===== src/rtl/reaction_pkg.sv =====
// Shared types and constants for the reaction timer control slice.
// The BEST_TIME_EN macro lives in reaction_ctrl.
package reaction_pkg;

  typedef enum logic [2:0] {
    IDLE    = 3'd0,
    ARM     = 3'd1,
    RWAIT   = 3'd2,
    RAND    = 3'd3,
    GO      = 3'd4,
    DONE    = 3'd5,
    EARLY   = 3'd6,
    TIMEOUT = 3'd7
  } state_e;

  localparam int MS_W_DEF   = 14;
  localparam int MAX_MS_DEF = 9999;

  // Galois form of x^16+x^14+x^13+x^11+1 (right shift)
  localparam logic [15:0] LFSR_TAPS = 16'hB400;

endpackage


===== src/rtl/reaction_ctrl_lfsr16.sv =====
// Free-running 16-bit Galois LFSR used as the random delay source.
// Advances every clock; SEED must be nonzero.
module lfsr16
  import reaction_pkg::*;
#(
  parameter logic [15:0] SEED = 16'hACE1
) (
  input  logic        clk,
  input  logic        reset,
  output logic [15:0] value
);

  always_ff @(posedge clk or negedge reset) begin
    if (!reset) begin
      value <= SEED;
    end else begin
      value <= {1'b0, value[15:1]}
             ^ (value[0] ? LFSR_TAPS : 16'h0000);
    end
  end

endmodule


===== src/rtl/reaction_ctrl.sv =====
// Reaction timer trial sequencer: arm, random wait, GO, measure.
// Define BEST_TIME_EN to track the best valid time in best_ms.
module reaction_ctrl
  import reaction_pkg::*;
#(
  parameter int          MS_W      = MS_W_DEF,
  parameter int          MAX_MS    = MAX_MS_DEF,
  parameter int          RAND_W    = 10,
  parameter logic [15:0] LFSR_SEED = 16'hACE1
) (
  input  logic            clk,
  input  logic            reset,
  input  logic            tick_1ms,
  input  logic            start_btn,
  input  logic            stop_btn,
  input  logic            rwait_done,
  output logic            rwait_clr,
  output logic            start_rwait,
  output logic            led_go,
  output logic [MS_W-1:0] react_ms,
  output logic            result_valid,
  output logic            early_flag,
  output logic            timeout_flag,
  output logic [MS_W-1:0] best_ms
);

  localparam logic [MS_W-1:0] MAX_V  = MS_W'(MAX_MS);
  localparam logic [MS_W-1:0] LAST_V = MS_W'(MAX_MS - 1);

  state_e              state;
  logic [RAND_W-1:0]   rand_cnt;
  logic [15:0]         lfsr;
  logic                lfsr_unused;

  assign lfsr_unused = ^lfsr[15:RAND_W];

  lfsr16 #(
    .SEED (LFSR_SEED)
  ) u_lfsr (
    .clk   (clk),
    .reset (reset),
    .value (lfsr)
  );

  always_ff @(posedge clk or negedge reset) begin
    if (!reset) begin
      state        <= IDLE;
      rand_cnt     <= '0;
      rwait_clr    <= 1'b0;
      start_rwait  <= 1'b0;
      led_go       <= 1'b0;
      react_ms     <= '0;
      result_valid <= 1'b0;
      early_flag   <= 1'b0;
      timeout_flag <= 1'b0;
    end else begin
      rwait_clr <= 1'b0;
      unique case (state)
        IDLE, DONE, EARLY, TIMEOUT: begin
          if (start_btn) begin
            state        <= ARM;
            rwait_clr    <= 1'b1;
            start_rwait  <= 1'b0;
            led_go       <= 1'b0;
            react_ms     <= '0;
            result_valid <= 1'b0;
            early_flag   <= 1'b0;
            timeout_flag <= 1'b0;
          end
        end
        ARM: begin
          state       <= RWAIT;
          start_rwait <= 1'b1;
        end
        RWAIT: begin
          if (stop_btn) begin
            state       <= EARLY;
            early_flag  <= 1'b1;
            start_rwait <= 1'b0;
          end else if (rwait_done) begin
            state       <= RAND;
            rand_cnt    <= lfsr[RAND_W-1:0];
            start_rwait <= 1'b0;
          end
        end
        RAND: begin
          if (stop_btn) begin
            state      <= EARLY;
            early_flag <= 1'b1;
          end else if (rand_cnt == '0) begin
            state  <= GO;
            led_go <= 1'b1;
          end else if (tick_1ms) begin
            rand_cnt <= rand_cnt - 1'b1;
          end
        end
        GO: begin
          // a tick coinciding with stop is deliberately not counted
          if (stop_btn) begin
            state        <= DONE;
            result_valid <= 1'b1;
            led_go       <= 1'b0;
          end else if (tick_1ms) begin
            if (react_ms == LAST_V) begin
              state        <= TIMEOUT;
              react_ms     <= MAX_V;
              timeout_flag <= 1'b1;
              led_go       <= 1'b0;
            end else begin
              react_ms <= react_ms + 1'b1;
            end
          end
        end
      endcase
    end
  end

`ifdef BEST_TIME_EN
  always_ff @(posedge clk or negedge reset) begin
    if (!reset) begin
      best_ms <= '1;
    end else if (state == GO && stop_btn
                 && react_ms < best_ms) begin
      best_ms <= react_ms;
    end
  end
`else
  assign best_ms = '0;
`endif

endmodule


===== config.mk =====
export PLATFORM = sky130hd
export DESIGN_NAME = reaction_ctrl
export DESIGN_NICKNAME = d
export VERILOG_FILES = /design/src/rtl/reaction_pkg.sv /design/src/rtl/reaction_ctrl_lfsr16.sv /design/src/rtl/reaction_ctrl.sv
export SDC_FILE = /design/constraint.sdc
export NUM_CORES = 1
export LEC_CHECK = 0
export ABC_AREA = 1
export CAP_MARGIN = 20
export CORE_MARGIN = 4
export CORE_UTILIZATION = 50
export DETAILED_ROUTE_END_ITERATION = 7
export HOLD_SLACK_MARGIN = 0.06
export PLACE_DENSITY = 0.75
export SYNTH_ARGS = -nofsm -noshare
export SYNTH_HDL_FRONTEND = slang
export SYNTH_SLANG_ARGS = --single-unit

===== constraint.sdc =====
create_clock -name clk -period 2.1 [get_ports clk]
set_clock_uncertainty 0.1 [all_clocks]
set_input_delay 0.42 -clock clk [delete_from_list [all_inputs] [get_ports clk]]
set_output_delay 0.42 -clock clk [all_outputs]
set_load 0.01 [all_outputs]

==> summary.txt, run 1 <==
Status
  – Outcome: finished, final reports clean

Power
  – Pwr dens: 1069 nW/um^2
  – Max VDD drop: 0.0007091 V
  – Leakage: 0.001611 uW

Routing
  – DR WL/cell: 11.49 um
  – Drt via density: 4.855
  – DRT antenna net count: 0
  – First-pass DRT Iterations: 4
  – Total number of vias: 2214
  – DRC: 0
  – Initial DRC count: 132
  – Routed WL: 5238 um

Floorplan
  – FP Rows: 26
  – Initial Util: 52.50%
  – Overall die width: 81.93 um
  – Die Area: 6712 um^2
  – Core ar.: 5205 um^2
  – DIE HEIGHT: 81.93 um
  – Top Ports: 40

Global routing
  – Largest net degree at the start of global routing: 20
  – All-Layer GR Usage: 18.06%
  – First-pass GRT wire length: 9508 um
  – Initial antenna violation count: 0
  – Vias in the first global route: 2150
  – Gr ovfl total: 0

Timing
  – Worst Hold Slack: 0.2608 ns
  – RSZ-0062 raised after global routing: no
  – TNS Setup: 0 ns
  – Final slew viol count: 0
  – Slew @ Worst Pin: 0.5162 ns
  – Final worst path period share: 87.53%
  – Final setup vio count: 0
  – Worst relative slew slack: 65.40%
  – Achievable frequency: 0.5440 GHz
  – Minimum clock period: 1.838 ns
  – Final hold vios: 0

Worst setup path
  – Req. time, crit path: 1.58 ns
  – FF-to-FF setup slack: 0.27 ns
  – Largest delay share family, worst path: buffers and inverters
  – CP Cell Sequence: clkdlybuf4s50_1
  – Crit path DAT: 1.32 ns
  – Crit start category: flip-flop
  – Kind of critical path: flip-flop to output pin
  – Worst path max stage delay: 0.57 ns
  – CP max FO: 6
  – Critical path buffer and inverter count: 1
  – Crit end category: output pin
  – Critical path's slowest cell: clkdlybuf4s50_1

Clock tree
  – Clock sink total: 49
  – Post-cts resize count: 0
  – Cts bufs inserted: 5
  – Clock tree buffer depth: 2
  – CTS root buffer: clkbuf_8
  – Clk_lat worst skew: 0.30 ns
  – CTS H-Tree Depth: 2
  – CTS tree: built
  – Reg clk slew, reported paths: 0.09 ns

Place
  – IO buf count: 25
  – Post-DP HPWL: 4014 um
  – GPL Wtd Cong: 0.8990
  – Cells after DPL: 447

Logic synthesis
  – #FFs+latches synth: 49
  – Cells after Synth: 354
  – Synth cell types: 34
  – Synth Warn #: 0
  – Sequential area share after synthesis: 45.24%
  – Synthesized cell area: 2733 um^2
  – Synth Area per Inst: 7.719 um^2

Finish
  – P&R area growth vs syn: 14.24%
  – Fin util: 59.98%
  – Ant. Diodes: 0
  – Non-filler instance count after layout: 456
  – Nets: 394
  – Share of cells above drive strength 1: 11.66%

Worst hold path
  – Hold crit path type: flip-flop to flip-flop

Job
  – MaxCap Viol Count: 0
[layer usage]
metal | share of wire, % | up-vias | track usage, %
met4 | 0.48 | 0 | 5.150
met3 | 5.0 | 2 | 4.057
met1 | 48 | 1004 | 25.23
met2 | 46 | 54 | 28.11
met5 | 0 | - | 0
li1 | - | 1154 | -
[layout make-up]
cell class	instances	area [um^2]
fillers	452	2083
multi-input cells	260	1259
flip-flops and latches	49	1236
repair buffers	28	270.3
inverters	41	153.9
well taps	70	87.58
clock buffers	5	68.82
clock inverters	3	46.29
[path summary, 6_finish.rpt]
path                                             from                    endpoint  cells after the start
setup / recovery              react_ms[1]$_DFFE_PN0P_                 react_ms[1]                      1
min in group asynchronous                       reset  u_lfsr.value[12]$_DFF_PN0_                      2
hold reg to reg            u_lfsr.value[12]$_DFF_PN0_  u_lfsr.value[11]$_DFF_PN1_                      0
setup reg to reg              rand_cnt[0]$_DFFE_PN0P_     rand_cnt[5]$_DFFE_PN0P_                     10
max in group asynchronous                       reset   u_lfsr.value[7]$_DFF_PN1_                      3
hold / removal             u_lfsr.value[12]$_DFF_PN0_  u_lfsr.value[11]$_DFF_PN1_                      0
[report_power, final]
part	total [uW]	switching (uW)	internal (uW)
Combinational	1400	883	517
Clock	672	315	356
Sequential	1270	171	1100
[cell usage in the layout (no fill, tap or decap), drive strengths merged]
| cell type | netlist | routed |
|---|---|---|
| nand2 | 130 | 130 |
| dfrtp | 41 | 41 |
| inv | 40 | 40 |
| nor2 | 30 | 30 |
| nand3 | 27 | 27 |
| clkdlybuf4s50 | 0 | 24 |
| o21ai | 21 | 21 |
| conb | 1 | 14 |
| dfstp | 8 | 8 |
| xor2 | 7 | 7 |
| a21oi | 7 | 7 |
| nand4 | 6 | 6 |
| nor3 | 6 | 6 |
| clkbuf | 0 | 5 |
| o22ai | 4 | 4 |
| ha | 3 | 3 |
| buf | 17 | 3 |
| clkinv | 1 | 2 |
| nand3b | 1 | 1 |
| a21boi | 1 | 1 |
| xnor2 | 1 | 1 |
| o21a | 1 | 1 |
| a21o | 1 | 1 |
| bufinv | 0 | 1 |
| clkinvlp | 0 | 1 |
| dlygate4sd3 | 0 | 1 |
[Yosys cell counts (all sizes together)]
cell / instances / area (um^2)
a21boi: 1 / 18.77
a21o: 1 / 7.510
a21oi: 7 / 38.79
buf: 17 / 132.6
clkinv: 1 / 3.750
conb: 1 / 3.750
dfrtp: 41 / 1026
dfstp: 8 / 210.2
ha: 3 / 37.54
inv: 40 / 150.1
nand2: 130 / 525.5
nand3: 27 / 140.1
nand3b: 1 / 7.510
nand4: 6 / 37.54
nor2: 30 / 141.4
nor3: 6 / 40.04
o21a: 1 / 7.510
o21ai: 21 / 108.9
o22ai: 4 / 25.02
xnor2: 1 / 8.760
xor2: 7 / 61.31
[stage by stage]
step / total power, uW / setup WS (ns) / instance area, um^2
CTS: 3377 / 0.2375 / 3122
global route: 3653 / 0.02704 / 3122
global placement: 2660 / 0.1080 / 2997
finish: 3338 / 0.2619 / 3122
floorplan: 2352 / 0.4658 / 2781
detailed placement: 2686 / 0.07755 / 2997
[cells by family after synthesis]
kind of cell    Yosys count  synth area share [%]
compound gates           35                 7.555
flops                    49                 45.24
simple gates            200                 32.65
xor+xnor                  8                 2.564
buf+inv                  58                 10.48
other cells               1                0.1372
fa+ha+maj                 3                 1.374
[what timing repair did]
item	4_1_cts	5_1_grt
endpoints found under the hold margin	12	0
endpoints found under the setup margin	0	0
buffers inserted	0	0
hold buffers	1	0
[worst reg2reg max path: cells and delay by family (launching register included)]
family | cells | cell delay, ns
buf+inv | 1 | 0.09
flops | 1 | 0.40
fa+ha+maj | 1 | 0.24
simple gates | 8 | 0.95
[registers in the layout, indices dropped and copies added (netlist names)]
name and flops:
react_ms 14, rand_cnt 10, led_go 1, result_valid 1
early_flag 1, timeout_flag 1, u_lfsr.value 16, rwait_clr 1
start_rwait 1, state 3
Power figures use the tool's default switching activity.
==> inputs of run 2 (changes only) <==
--- a/config.mk
+++ b/config.mk
@@ -6,12 +6,14 @@
 export NUM_CORES = 1
 export LEC_CHECK = 0
 export ABC_AREA = 1
+export ABC_CLOCK_PERIOD_IN_PS = 2100
 export CAP_MARGIN = 20
 export CORE_MARGIN = 4
 export CORE_UTILIZATION = 50
 export DETAILED_ROUTE_END_ITERATION = 7
 export HOLD_SLACK_MARGIN = 0.06
 export PLACE_DENSITY = 0.75
+export SKIP_CTS_REPAIR_TIMING = 1
 export SYNTH_ARGS = -nofsm -noshare
 export SYNTH_HDL_FRONTEND = slang
 export SYNTH_SLANG_ARGS = --single-unit
==> results of run 2 <==
Final layout, timing and power as in run 1 (identical DEF).
Main changes from that run: wire length of the first global-routing pass 9508 um -> 9494 um; via count of the first global-routing pass 2150 -> 2147; overall routing resource usage 18.06% -> 18.04%; met2 usage 28.11% -> 28.03%
==> inputs of run 3 (changes only) <==
--- a/config.mk
+++ b/config.mk
@@ -12,7 +12,7 @@
 export CORE_UTILIZATION = 50
 export DETAILED_ROUTE_END_ITERATION = 7
 export HOLD_SLACK_MARGIN = 0.06
-export PLACE_DENSITY = 0.75
+export PLACE_DENSITY = 0.81
 export SKIP_CTS_REPAIR_TIMING = 1
 export SYNTH_ARGS = -nofsm -noshare
 export SYNTH_HDL_FRONTEND = slang
==> run 3 against run 2 <==
Total power increased by 1.1%. Highest routed layer unchanged. Critical endpoint unchanged. Via count increased by 4.5%. Setup slack got worse by 0.023 ns. Critical path type unchanged.
==> summary.txt, run 3 (synthesis gave the netlist of run 1 again) <==
Status
  – Outcome: finished, final reports clean (unchanged)

Worst setup path
  – Critical path's slowest cell: clkdlybuf4s50_1 (unchanged)
  – Kind of critical path: flip-flop to output pin (unchanged)
  – Crit end category: output pin (unchanged)
  – Critical path buffer and inverter count: 1 (unchanged)
  – Crit start category: flip-flop (unchanged)
  – CP Cell Sequence: clkdlybuf4s50_1 (unchanged)
  – Worst path max stage delay: 0.58 ns (was 0.57 ns)
  – Largest delay share family, worst path: buffers and inverters (unchanged)
  – CP max FO: 6 (unchanged)
  – Req. time, crit path: 1.58 ns (about the same)
  – Crit path DAT: 1.34 ns (was 1.32 ns)

Floorplan
  – Core ar.: 5205 um^2 (unchanged)
  – DIE HEIGHT: 81.93 um (unchanged)
  – Top Ports: 40 (unchanged)
  – Die Area: 6712 um^2 (unchanged)
  – Overall die width: 81.93 um (unchanged)
  – FP Rows: 26 (unchanged)
  – Initial Util: 52.50% (unchanged)

Power
  – Max VDD drop: 0.0006428 V (was 0.0007091 V)
  – Leakage: 0.001611 uW (about the same)
  – Pwr dens: 1079 nW/um^2 (was 1069 nW/um^2)

Global routing
  – Gr ovfl total: 0 (unchanged)
  – All-Layer GR Usage: 18.37% (was 18.04%)
  – First-pass GRT wire length: 9480 um (was 9494 um)
  – Largest net degree at the start of global routing: 32 (was 20)
  – Vias in the first global route: 2041 (was 2147)
  – Initial antenna violation count: 0 (unchanged)

Clock tree
  – Clock sink total: 49 (unchanged)
  – CTS root buffer: clkbuf_8 (unchanged)
  – CTS tree: built (unchanged)
  – Cts bufs inserted: 5 (unchanged)
  – Reg clk slew, reported paths: 0.09 ns (about the same)
  – Clk_lat worst skew: 0.30 ns (about the same)
  – CTS H-Tree Depth: 2 (unchanged)
  – Clock tree buffer depth: 2 (unchanged)

Finish
  – Most common cell after layout, fill and taps aside: nand2_1 (unchanged)
  – Max reg flops: 16 (unchanged)
  – Area occupied by registers: 1236 um^2 (unchanged)
  – Share of cells above drive strength 1: 11.43% (was 11.66%)
  – Fin util: 60.05% (was 59.98%)
  – Biggest regs: u_lfsr.value (16), react_ms (14), rand_cnt (10) (unchanged)
  – Top reg by flops: u_lfsr.value (unchanged)
  – # fillers: 460 (was 452)
  – Multi-input logic area: 1261 um^2 (was 1259 um^2)
  – Nets: 393 (was 394)
  – P&R area growth vs syn: 14.38% (was 14.24%)
  – Most frequent cells in the layout: nand2_1, dfrtp_1, inv_1 (unchanged)
  – Ant. Diodes: 0 (unchanged)

Routing
  – Initial DRC count: 117 (was 132)
  – Drt via density: 5.086 (was 4.855)
  – DR WL/cell: 12.35 um (was 11.49 um)
  – Total number of vias: 2314 (was 2214)
  – DRT antenna net count: 0 (unchanged)
  – First-pass DRT Iterations: 5 (was 4)
  – Routed WL: 5618 um (was 5238 um)
  – DRC: 0 (unchanged)

Worst hold path
  – Hold crit path type: flip-flop to flip-flop (unchanged)

Timing
  – Final setup vio count: 0 (unchanged)
  – Achievable frequency: 0.5372 GHz (was 0.5440 GHz)
  – TNS Setup: 0 ns (unchanged)
  – Final worst path period share: 88.64% (was 87.53%)
  – Worst relative slew slack: 66.16% (was 65.40%)
  – Final slew viol count: 0 (unchanged)
  – Setup ws final: 0.2386 ns (was 0.2619 ns)
  – Minimum clock period: 1.861 ns (was 1.838 ns)
  – Slew @ Worst Pin: 0.5076 ns (was 0.5162 ns)
  – RSZ-0062 raised after global routing: no (unchanged)
  – Final hold vios: 0 (unchanged)

Place
  – GPL Wtd Cong: 0.9763 (was 0.8990)
  – IO buf count: 25 (unchanged)
  – Post-DP HPWL: 4142 um (was 4014 um)
  – DP Worst Slack: 0.03474 ns (was 0.07755 ns)

Job
  – MaxCap Viol Count: 0 (unchanged)
## run 3: changes by cell type in the layout (fill, tap and decap cells not counted), sizes merged
| cell | previous run | this run |
|---|---|---|
| buf | 3 | 2 |
| clkinvlp | 1 | 0 |
| clkbuf | 5 | 6 |
## run 3: worst paths after layout
kind	to	from	cells after the start	slack (ns)
max	react_ms[1]	react_ms[1]$_DFFE_PN0P_	1	0.24
min	u_lfsr.value[5]$_DFF_PN1_	u_lfsr.value[6]$_DFF_PN1_	0	0.27
max reg2reg	rand_cnt[4]$_DFFE_PN0P_	rand_cnt[0]$_DFFE_PN0P_	10	0.26
min reg2reg	u_lfsr.value[5]$_DFF_PN1_	u_lfsr.value[6]$_DFF_PN1_	0	0.27
max in group asynchronous	u_lfsr.value[11]$_DFF_PN1_	reset	3	0.79
min in group asynchronous	react_ms[7]$_DFFE_PN0P_	reset	2	0.51
## run 3: metal layers
metal / wire [um] / GRT usage (%) / up-vias
met5: 0 / 0 / -
met4: 71 / 5.150 / 0
met3: 350 / 4.386 / 7
met2: 2666 / 29.16 / 80
met1: 2530 / 25.07 / 1070
li1: - / - / 1157
## run 3: metrics by stage
| step | area [um^2] | hold WS (ns) | total power [uW] | instances |
|---|---|---|---|---|
| 2_1_floorplan | 2781 | 0.02441 | 2352 | 367 |
| 6_report | 3126 | 0.2655 | 3374 | 455 |
| 3_3_place_gp | 3002 | 0.2480 | 2651 | 446 |
| 4_1_cts | 3113 | -0.02730 | 3385 | 454 |
| 3_5_place_dp | 3002 | 0.2596 | 2687 | 446 |
| 5_1_grt | 3126 | 0.2688 | 3686 | 455 |
## run 3: final cells by class
cell class,count,share of cell area (%)
Sequential cell,49,39.55
Timing Repair Buffer,27,8.807
Multi-Input combinational cell,260,40.35
Inverter,41,4.924
Tap cell,70,2.802
Clock buffer,6,2.322
Clock inverter,2,1.241
## run 3: power breakdown
part	leakage (uW)	internal (uW)	switching (uW)	total (uW)
Clock	0.0000554	358	318	676
Sequential	0.000639	1100	178	1270
Combinational	0.000917	520	904	1420
